--- config.mk ---
export PLATFORM = sky130hd
export DESIGN_NAME = line_rasterizer
export DESIGN_NICKNAME = d
export VERILOG_FILES = /design/src/rtl/line_rasterizer.sv
export SDC_FILE = /design/constraint.sdc
export NUM_CORES = 1
export LEC_CHECK = 0
export CORE_UTILIZATION = 60
export DETAILED_ROUTE_END_ITERATION = 16
export PLACE_DENSITY = 0.81
export SETUP_SLACK_MARGIN = 0.05
export SYNTH_ARGS = -nofsm -noshare
export SYNTH_HDL_FRONTEND = slang
export SYNTH_SLANG_ARGS = --single-unit
--- constraint.sdc ---
create_clock -name i_clk -period 9.4 [get_ports i_clk]
set_input_delay 1.88 -clock i_clk [delete_from_list [all_inputs] [get_ports i_clk]]
set_output_delay 1.88 -clock i_clk [all_outputs]
set_load 0.03 [all_outputs]
--- src/rtl/line_rasterizer.sv ---
// rtl/line_rasterizer.sv - Bresenham line rasterizer, one pixel per cycle on a stallable stream
//
// Accepts one edge (x0,y0)->(x1,y1) per handshake while idle, then walks it with
// integer Bresenham stepping and emits each pixel coordinate on a valid/ready stream.
//
// Parameters:
//   COORD_W   signed coordinate width (two's complement)
//   SCREEN_W  visible width, only used when LINE_RASTERIZER_CLIP_EN is defined
//   SCREEN_H  visible height, only used when LINE_RASTERIZER_CLIP_EN is defined
//
// Ports:
//   i_clk, i_rst_n           clock, asynchronous active-low reset
//   i_vtx_valid/o_vtx_ready  endpoint handshake (ready only while idle)
//   i_x0,i_y0,i_x1,i_y1      signed endpoints, captured on accept
//   o_px_valid/i_px_ready    pixel stream handshake
//   o_px_x,o_px_y,o_px_last  pixel coordinate and final-pixel flag
//   o_busy                   line in setup or stepping
//   o_done                   one-cycle pulse after the final pixel retires
//
// Optional feature macro: LINE_RASTERIZER_CLIP_EN drops off-screen pixels.

module line_rasterizer #(
  parameter int COORD_W  = 12,
  parameter int SCREEN_W = 640,
  parameter int SCREEN_H = 480
) (
  input  logic                      i_clk,
  input  logic                      i_rst_n,
  input  logic                      i_vtx_valid,
  output logic                      o_vtx_ready,
  input  logic signed [COORD_W-1:0] i_x0,
  input  logic signed [COORD_W-1:0] i_y0,
  input  logic signed [COORD_W-1:0] i_x1,
  input  logic signed [COORD_W-1:0] i_y1,
  output logic                      o_px_valid,
  input  logic                      i_px_ready,
  output logic signed [COORD_W-1:0] o_px_x,
  output logic signed [COORD_W-1:0] o_px_y,
  output logic                      o_px_last,
  output logic                      o_busy,
  output logic                      o_done
);

  // Two guard bits keep |dx|, |dy| and 2*err from overflowing.
  localparam int IW = COORD_W + 2;
  localparam logic signed [IW-1:0] ZERO = IW'(0);
  localparam logic signed [IW-1:0] P_ONE = IW'(1);
  localparam logic signed [IW-1:0] M_ONE = -IW'(1);

  typedef enum logic [1:0] {S_IDLE, S_SETUP, S_STEP} state_t;
  state_t state, state_nxt;

  logic signed [COORD_W-1:0] x0_q, y0_q, x1_q, y1_q;
  logic signed [IW-1:0]      dx_q, dy_q, sx_q, sy_q, err_q, cur_x_q, cur_y_q;
  logic                      at_end_q;

  logic signed [IW-1:0] x0e, y0e, x1e, y1e, ddx, ddy, abs_dx, neg_ady;
  logic signed [IW:0]   e2;
  logic signed [IW-1:0] nxt_x, nxt_y, nxt_err;
  logic                 nxt_end, setup_end, retire;
  logic                 vis_setup, vis_next;

  // Setup arithmetic from the captured endpoints.
  always_comb begin
    x0e       = IW'(x0_q);
    y0e       = IW'(y0_q);
    x1e       = IW'(x1_q);
    y1e       = IW'(y1_q);
    ddx       = x1e - x0e;
    ddy       = y1e - y0e;
    abs_dx    = ddx[IW-1] ? -ddx : ddx;
    neg_ady   = ddy[IW-1] ? ddy : -ddy;
    setup_end = (x0_q == x1_q) && (y0_q == y1_q);
  end

  // One Bresenham step; both axis decisions use the pre-step error.
  always_comb begin
    e2      = $signed({err_q, 1'b0});
    nxt_x   = cur_x_q;
    nxt_y   = cur_y_q;
    nxt_err = err_q;
    if (e2 >= dy_q) begin
      nxt_err = nxt_err + dy_q;
      nxt_x   = cur_x_q + sx_q;
    end
    if (e2 <= dx_q) begin
      nxt_err = nxt_err + dx_q;
      nxt_y   = cur_y_q + sy_q;
    end
    nxt_end = (nxt_x == x1e) && (nxt_y == y1e);
  end

`ifdef LINE_RASTERIZER_CLIP_EN
  function automatic logic on_screen(input logic signed [IW-1:0] x,
                                     input logic signed [IW-1:0] y);
    return (x >= ZERO) && (x < IW'(SCREEN_W)) && (y >= ZERO) && (y < IW'(SCREEN_H));
  endfunction
  assign vis_setup = on_screen(x0e, y0e);
  assign vis_next  = on_screen(nxt_x, nxt_y);
`else
  assign vis_setup = 1'b1;
  assign vis_next  = 1'b1;
`endif

  // A hidden (clipped) pixel retires on its own; a presented one waits for ready.
  assign retire      = (state == S_STEP) && (o_px_valid ? i_px_ready : 1'b1);
  assign o_vtx_ready = (state == S_IDLE);

  always_ff @(posedge i_clk or negedge i_rst_n) begin
    if (!i_rst_n) state <= S_IDLE;
    else          state <= state_nxt;
  end

  always_comb begin
    state_nxt = state;
    case (state)
      S_IDLE:  if (i_vtx_valid) state_nxt = S_SETUP;
      S_SETUP: state_nxt = S_STEP;
      S_STEP:  if (retire && at_end_q) state_nxt = S_IDLE;
      default: state_nxt = S_IDLE;
    endcase
  end

  always_ff @(posedge i_clk or negedge i_rst_n) begin
    if (!i_rst_n) begin
      x0_q <= '0; y0_q <= '0; x1_q <= '0; y1_q <= '0;
      dx_q <= '0; dy_q <= '0; sx_q <= '0; sy_q <= '0;
      err_q <= '0; cur_x_q <= '0; cur_y_q <= '0; at_end_q <= 1'b0;
      o_px_valid <= 1'b0; o_px_last <= 1'b0;
      o_px_x <= '0; o_px_y <= '0;
      o_busy <= 1'b0; o_done <= 1'b0;
    end else begin
      o_done <= 1'b0;
      case (state)
        S_IDLE: begin
          if (i_vtx_valid) begin
            x0_q <= i_x0; y0_q <= i_y0; x1_q <= i_x1; y1_q <= i_y1;
            o_busy <= 1'b1;
          end
        end
        S_SETUP: begin
          dx_q       <= abs_dx;
          dy_q       <= neg_ady;
          sx_q       <= (ddx > ZERO) ? P_ONE : M_ONE;
          sy_q       <= (ddy > ZERO) ? P_ONE : M_ONE;
          err_q      <= abs_dx + neg_ady;
          cur_x_q    <= x0e;
          cur_y_q    <= y0e;
          at_end_q   <= setup_end;
          o_px_x     <= x0_q;
          o_px_y     <= y0_q;
          o_px_valid <= vis_setup;
          o_px_last  <= setup_end && vis_setup;
        end
        S_STEP: begin
          if (retire) begin
            if (at_end_q) begin
              o_px_valid <= 1'b0;
              o_px_last  <= 1'b0;
              o_busy     <= 1'b0;
              o_done     <= 1'b1;
            end else begin
              err_q      <= nxt_err;
              cur_x_q    <= nxt_x;
              cur_y_q    <= nxt_y;
              at_end_q   <= nxt_end;
              o_px_x     <= nxt_x[COORD_W-1:0];
              o_px_y     <= nxt_y[COORD_W-1:0];
              o_px_valid <= vis_next;
              o_px_last  <= nxt_end && vis_next;
            end
          end
        end
        default: ;
      endcase
    end
  end

endmodule
==> PnR_summary.wiki, run 1 <==
{| class="wikitable"
! Metric !! Value
|-
| Die extent in y || 141 µm
|-
| Synth Warn # || 0
|-
| Post-CTS setup repair buffer count || 0
|-
| Ordered cell list for the critical path || inv_1 -> ha_1 -> inv_1 -> fa_1 -> a211oi_2 -> o211ai_1 -> nand2_1 -> o2111ai_1 -> mux2_2 -> mux2_2 -> fa_1 -> a21o_1 -> a21oi_1 -> nor2b_1 -> o21a_1 -> o41ai_1 -> o21ai_0 -> a21o_1 -> a21oi_1 -> xor2_1 -> nor2_1 -> a221o_1
|-
| Number of maximum-capacitance violations || 0
|-
| First-pass GRT wire length || 54400 µm
|-
| R2r worst-path depth || 22
|-
| Starting utilization of the core area || 61.7%
|-
| Clock-pin slew reported for the worst setup and hold paths after clock tree synthesis || 0.06 ns
|-
| Number of inserted diodes || 0
|-
| Die Area || 19900 µm²
|-
| Number of DRC violations after detailed-routing iteration 0 || 850
|-
| Min-delay worst type || flop to flop
|-
| Family of cells with the greatest summed delay on the critical path || compound AO/OA/AOI/OAI gates
|-
| IO Port Bufs || 80
|-
| Max Clock Freq || 185 MHz
|-
| Buffer levels on the longest clock path || 2
|-
| Hold buffer count at CTS || 0
|-
| Final setup violation count || 0
|-
| Pre-Repair DR Iteration Count || 5
|-
| Unrepaired setup endpoints after global routing || no
|-
| Post-synth design cell area || 11600 µm²
|-
| Max-slew headroom at the worst pin || 10.4%
|-
| Dpl hpwl || 25000 µm
|-
| Final worst setup slack || 4.01 ns
|-
| Critical Path Stages || 22
|-
| Cells resized by post-CTS repair || 0
|-
| Syn_area_per_cell || 8.27 µm²
|-
| Synth-to-layout area growth || 13.3%
|-
| Proportion of netlist area held by the largest area contributor || 27.6%
|-
| Launch point of the critical path || x1_q[0]$_DFFE_PN0P_
|-
| Final number of max-transition violations || 0
|-
| Sequential area share after synthesis || 27.6%
|-
| Synthesized Nets || 1583
|-
| Number of antenna violations at the first check in global routing || 1
|-
| Delay of the slowest cell on the worst path || 0.48 ns
|-
| EDFF count, synth || 0
|-
| Most common cell after layout, fill and taps aside || nand2_1
|-
| Wirelength per Cell || 19.5 µm
|-
| Highest-count cells in the layout ignoring fill and taps || nand2_1, o21ai_0, dfrtp_1
|-
| Fraction of registers with async set/reset || 100%
|-
| Total track usage || 35.1%
|-
| Number of global-route vias before repair || 10500
|-
| Slowest CP cell || fa_1
|-
| Pin count of the biggest net entering global routing || 77
|-
| WS Path Type || flop to flop
|-
| Required time of the worst setup path || 9.72 ns
|-
| H-tree Lvls || 4
|-
| Remaining number of nets flagged by the antenna check after routing || 0
|-
| # nets final || 1623
|-
| Number of flip-flops and latches in the synthesized netlist || 128
|-
| Row cnt || 50
|-
| Largest area contributor in the netlist || dfrtp_1
|-
| Crit path launch type || flop
|-
| Count of buffering cells on the critical path with inverters included || 2
|-
| Transition at the pin with the smallest max-transition slack || 1.34 ns
|-
| Total wire length || 33600 µm
|-
| Core area || 18800 µm²
|-
| Total negative setup slack || 0 ns
|-
| Netlist cell types || 84
|-
| Startpoint of the worst-slack reg-to-reg timing path || x1_q[0]$_DFFE_PN0P_
|-
| Setup slack at placement || 4.09 ns
|-
| Highest fanout seen on the critical path || 13
|-
| Vias post-DR || 10800
|-
| Number of clock buffers inserted by TritonCTS || 17
|-
| End of the worst register-to-register path || err_q[12]$_DFFE_PN0P_
|-
| Share of the clock period used by the worst path || 57.4%
|-
| Worst R2R Setup Slack || 4.01 ns
|-
| Horizontal die dimension || 141 µm
|-
| Primary flip-flop cell chosen by synthesis mapping || dfrtp_1
|-
| Worst setup EP type || flop
|-
| # DRC || 0
|-
| Number of hold violations in the final report || 0
|-
| Aggregate global routing overflow || 0
|-
| Fraction of final layout cells with drive strength greater than 1 || 7.20%
|-
| Synth Instances || 1405
|-
| Average via count per standard cell || 6.31
|-
| Run status || completed
|-
| Leading post-synthesis cells by cell area || dfrtp_1, ha_1, o21ai_0
|-
| CP Data Arrival Time || 5.71 ns
|-
| Clock insertion delay at the later pin of the skew report || 0.44 ns
|-
| GPL Wtd Cong || 0.954
|-
| Clock root cell || clkbuf_16
|-
| Clock tree from TritonCTS || yes
|-
| Shortest period the worst path allows || 5.39 ns
|-
| Worst clock skew || 0.0105 ns
|-
| Last element of the critical path || err_q[12]$_DFFE_PN0P_
|-
| Boundary Pins || 81
|-
| Sinks on the clock net || 128
|}
[through the flow]
stage | instance area, µm² | hold WS [ns] | utilization (%) | instances
finish | 13200 | 0.505 | 69.9 | 1718
global route | 13200 | 0.526 | 69.9 | 1718
CTS | 13200 | 0.501 | 69.9 | 1718
detailed placement | 12500 | 0.487 | 66.3 | 1686
global placement | 12500 | 0.465 | 66.3 | 1686
floorplan | 11600 | 0.450 | - | 1405
[layout make-up]
| type | count | area [µm²] |
|---|---|---|
| clock buffers | 18 | 439 |
| clock inverters | 14 | 226 |
| fillers | 1468 | 5670 |
| inverters | 82 | 308 |
| multi-input cells | 1125 | 7770 |
| flip-flops and latches | 128 | 3200 |
| well taps | 260 | 325 |
| repair buffers | 91 | 885 |
[cell usage after synthesis, types with 4 or more instances]
| master | number |
|---|---|
| a2111oi_0 | 5 |
| nor3_1 | 28 |
| a21o_1 | 22 |
| o21bai_1 | 11 |
| o41ai_1 | 4 |
| o22ai_1 | 18 |
| nor3b_1 | 5 |
| or3_1 | 12 |
| fa_1 | 7 |
| o21ai_1 | 8 |
| nand2b_1 | 10 |
| o21ai_0 | 131 |
| and3_1 | 9 |
| nor4_1 | 4 |
| xnor2_1 | 57 |
| a31oi_1 | 16 |
| nor2b_1 | 20 |
| buf_4 | 25 |
| nand3_1 | 38 |
| mux2i_1 | 13 |
| nand2_1 | 142 |
| o211ai_1 | 20 |
| o311ai_0 | 4 |
| o2111ai_1 | 4 |
| clkbuf_1 | 38 |
| mux2_2 | 29 |
| ha_1 | 119 |
| a211oi_1 | 17 |
| nand4_1 | 11 |
| nand3b_1 | 6 |
| o21a_1 | 8 |
| and2_1 | 7 |
| buf_1 | 5 |
| inv_1 | 82 |
| xor2_1 | 49 |
| nor2_1 | 121 |
| dfrtp_1 | 128 |
| a21oi_1 | 102 |
[registers in the layout, indices dropped and copies added, names as in the netlist, 11 cells and up]
name	flops
dx_q	14
dy_q	14
err_q	14
x0_q	12
x1_q	12
y0_q	12
y1_q	12
o_px_x	11
o_px_y	11
[worst min-delay path by stage]
stage,startpoint,cells after the start,slack [ns],to
CTS,dy_q[13]$_DFFE_PN0P_,2,0.50,dy_q[13]$_DFFE_PN0P_
finish,dy_q[13]$_DFFE_PN0P_,2,0.51,dy_q[13]$_DFFE_PN0P_
global placement,dy_q[13]$_DFFE_PN0P_,2,0.46,dy_q[13]$_DFFE_PN0P_
floorplan,dy_q[13]$_DFFE_PN0P_,2,0.45,dy_q[13]$_DFFE_PN0P_
detailed placement,dy_q[13]$_DFFE_PN0P_,2,0.49,dy_q[13]$_DFFE_PN0P_
global route,dy_q[13]$_DFFE_PN0P_,2,0.53,dy_q[13]$_DFFE_PN0P_
[logic make-up (layout without fill, tap and decap cells)]
| family | Yosys count | in the layout | synth area share (%) |
|---|---|---|---|
| adder cells (fa/ha/maj) | 126 | 126 | 14.0 |
| XOR/XNOR | 109 | 109 | 8.48 |
| flip-flops | 128 | 128 | 27.6 |
| AND/OR/NAND/NOR | 435 | 435 | 17.8 |
| multiplexers | 43 | 43 | 4.06 |
| AO/OA/AOI/OAI | 412 | 412 | 22.4 |
| buffers and inverters | 152 | 205 | 5.74 |
[worst min-delay path: cells and delay by family, from the launching register on]
family             cells  cell delay (ns)
DFF                    1             0.35
and+or+nand+nor        1             0.05
AOI/OAI and AO/OA      1             0.06
[layer usage]
metal / global-route usage [%] / routed length (µm)
met5: 0 / 11
met4: 16.4 / 1300
met3: 5.94 / 2240
met2: 56.8 / 15600
met1: 46.0 / 14400
Power of run 1 is left out: the tool's default activity adds up to more than one toggle a clock period on the data nets, which glitch-free logic cannot reach.
==> run 2, diff against run 1 <==
==> constraint.sdc (replaced) <==
create_clock -name i_clk -period 5.6 [get_ports i_clk]
set_input_delay 1.12 -clock i_clk [delete_from_list [all_inputs] [get_ports i_clk]]
set_output_delay 1.12 -clock i_clk [all_outputs]
set_load 0.03 [all_outputs]
==> PnR_summary.wiki, run 2 (synthesis results as in run 1) <==
{| class="wikitable"
! Metric !! Value
|-
| Run status || completed (unchanged)
|-
| Die Area || 19900 µm² (unchanged)
|-
| Die extent in y || 141 µm (unchanged)
|-
| Buffer levels on the longest clock path || 2 (unchanged)
|-
| CP Data Arrival Time || 5.57 ns (was 5.71 ns)
|-
| Min-delay worst type || flop to flop (unchanged)
|-
| Number of antenna violations at the first check in global routing || 0 (was 1)
|-
| Total negative setup slack || 0 ns (unchanged)
|-
| Highest-count cells in the layout ignoring fill and taps || nand2_1, o21ai_0, dfrtp_1 (unchanged)
|-
| Row cnt || 50 (unchanged)
|-
| Average via count per standard cell || 6.30 (was 6.31)
|-
| Fraction of final layout cells with drive strength greater than 1 || 7.59% (was 7.20%)
|-
| Boundary Pins || 81 (unchanged)
|-
| Highest fanout seen on the critical path || 13 (unchanged)
|-
| Worst clock skew || 0.00999 ns (was 0.0105 ns)
|-
| Final number of max-transition violations || 0 (unchanged)
|-
| Pre-Repair DR Iteration Count || 6 (was 5)
|-
| Core area || 18800 µm² (unchanged)
|-
| Post-Place Cells || 1691 (was 1686)
|-
| Most common cell after layout, fill and taps aside || nand2_1 (unchanged)
|-
| Cells resized by post-CTS repair || 0 (unchanged)
|-
| H-tree Lvls || 4 (unchanged)
|-
| Non-filler instance count after layout || 1723 (was 1718)
|-
| Starting utilization of the core area || 61.7% (unchanged)
|-
| Required time of the worst setup path || 5.92 ns (was 9.72 ns)
|-
| Total track usage || 35.6% (was 35.1%)
|-
| # DRC || 0 (unchanged)
|-
| Hold buffer count at CTS || 0 (unchanged)
|-
| Clock insertion delay at the later pin of the skew report || 0.45 ns (was 0.44 ns)
|-
| Wirelength per Cell || 19.7 µm (was 19.5 µm)
|-
| # nets final || 1628 (was 1623)
|-
| Number of maximum-capacitance violations || 0 (unchanged)
|-
| Post-CTS setup repair buffer count || 0 (unchanged)
|-
| Shortest period the worst path allows || 5.24 ns (was 5.39 ns)
|-
| Transition at the pin with the smallest max-transition slack || 1.05 ns (was 1.34 ns)
|-
| Aggregate global routing overflow || 0 (unchanged)
|-
| WS Path Type || flop to flop (unchanged)
|-
| Top Registers || dx_q x14, dy_q x14, err_q x14 (unchanged)
|-
| Number of DRC violations after detailed-routing iteration 0 || 823 (was 850)
|-
| Synth-to-layout area growth || 13.0% (was 13.3%)
|-
| Worst setup EP type || flop (unchanged)
|-
| Total wire length || 33900 µm (was 33600 µm)
|-
| Share of the clock period used by the worst path || 93.7% (was 57.4%)
|-
| GPL Wtd Cong || 0.944 (was 0.954)
|-
| IO Port Bufs || 80 (unchanged)
|-
| Clock root cell || clkbuf_16 (unchanged)
|-
| Sinks on the clock net || 128 (unchanged)
|-
| Unrepaired setup endpoints after global routing || no (unchanged)
|-
| Crit path launch type || flop (unchanged)
|-
| Horizontal die dimension || 141 µm (unchanged)
|-
| Number of hold violations in the final report || 0 (unchanged)
|-
| Max Clock Freq || 191 MHz (was 185 MHz)
|-
| Number of inserted diodes || 0 (unchanged)
|-
| Number of global-route vias before repair || 10700 (was 10500)
|-
| Clock-pin slew reported for the worst setup and hold paths after clock tree synthesis || 0.06 ns (about the same)
|-
| Max-slew headroom at the worst pin || 28.0% (was 10.4%)
|-
| Dpl hpwl || 25400 µm (was 25000 µm)
|-
| Vias post-DR || 10900 (was 10800)
|-
| Number of clock buffers inserted by TritonCTS || 17 (unchanged)
|-
| Worst Hold Slack || 0.492 ns (was 0.505 ns)
|-
| First-pass GRT wire length || 55000 µm (was 54400 µm)
|-
| Final setup violation count || 0 (unchanged)
|-
| Clock tree from TritonCTS || yes (unchanged)
|-
| Pin count of the biggest net entering global routing || 85 (was 77)
|-
| Remaining number of nets flagged by the antenna check after routing || 0 (unchanged)
|}
==> run 2: cell count changes in the layout (fill, tap and decap cells not counted), sizes merged <==
| cell | delta |
|---|---|
| inv | +3 |
| clkinvlp | +2 |
| clkinv | -1 |
| buf | +5 |
| bufinv | -4 |
==> run 2: worst max-delay path: stages, from the launching register on <==
cell and delay (ns):
dfrtp_1 0.37, inv_1 0.10, ha_1 0.18, inv_1 0.07, fa_1 0.44, a211oi_2 0.29
o211ai_1 0.16, nand2_1 0.13, o2111ai_1 0.13, mux2_2 0.39, mux2_2 0.35, fa_1 0.47
a21o_1 0.18, a21oi_1 0.21, nor2b_1 0.07, o21a_1 0.20, o41ai_2 0.28, o21ai_0 0.21
a21o_1 0.21, a21oi_1 0.17, xor2_1 0.17, nor2_1 0.06, a221o_1 0.29
==> run 2: area by class of cell <==
cell class | instances | area [µm²]
inverter | 82 | 308
clock inverter | 14 | 146
sequential | 128 | 3200
fill | 1524 | 5710
clock buffer | 18 | 439
tap | 260 | 325
timing repair buffer | 96 | 922
multi-input combinational | 1125 | 7780
==> run 2: routing by layer <==
| layer | vias to the layer above | track usage (%) | share of wire (%) |
|---|---|---|---|
| met4 | 0 | 19.5 | 4.8 |
| met2 | 449 | 57.0 | 46 |
| met5 | - | 0 | 0 |
| met1 | 5170 | 45.6 | 42 |
| li1 | 5120 | - | - |
| met3 | 111 | 6.35 | 6.9 |
==> run 2: path summary, 6_finish.rpt <==
kind,cells past startpoint,start,to,slack (ns)
hold / removal,2,dy_q[13]$_DFFE_PN0P_,dy_q[13]$_DFFE_PN0P_,0.49
setup reg to reg,22,x1_q[0]$_DFFE_PN0P_,err_q[12]$_DFFE_PN0P_,0.36
min in group asynchronous,1,i_rst_n,err_q[11]$_DFFE_PN0P_,0.69
setup / recovery,22,x1_q[0]$_DFFE_PN0P_,err_q[12]$_DFFE_PN0P_,0.36
hold reg to reg,2,dy_q[13]$_DFFE_PN0P_,dy_q[13]$_DFFE_PN0P_,0.49
max in group asynchronous,2,i_rst_n,o_px_x[5]$_DFFE_PN0P_,3.80
==> run 2: through the flow <==
step	setup slack [ns]	instance area (µm²)	util [%]
finish	0.355	13100	69.7
global route	0.0515	13100	69.7
CTS	0.227	13100	69.7
detailed placement	0.288	12500	66.5
global placement	0.438	12500	66.5
floorplan	0.861	11600	-
Power of run 2 is left out for the same reason.
==> run 3, diff against run 2 <==
--- a/config.mk
+++ b/config.mk
@@ -6,7 +6,9 @@
 export NUM_CORES = 1
 export LEC_CHECK = 0
 export CORE_UTILIZATION = 60
+export CTS_CLUSTER_DIAMETER = 80
 export DETAILED_ROUTE_END_ITERATION = 16
+export GPL_TIMING_DRIVEN = 1
 export PLACE_DENSITY = 0.81
 export SETUP_SLACK_MARGIN = 0.05
 export SYNTH_ARGS = -nofsm -noshare
==> results of run 3 <==
Final layout, timing and power as in run 2 (identical DEF).
Power of run 3 is left out for the same reason.
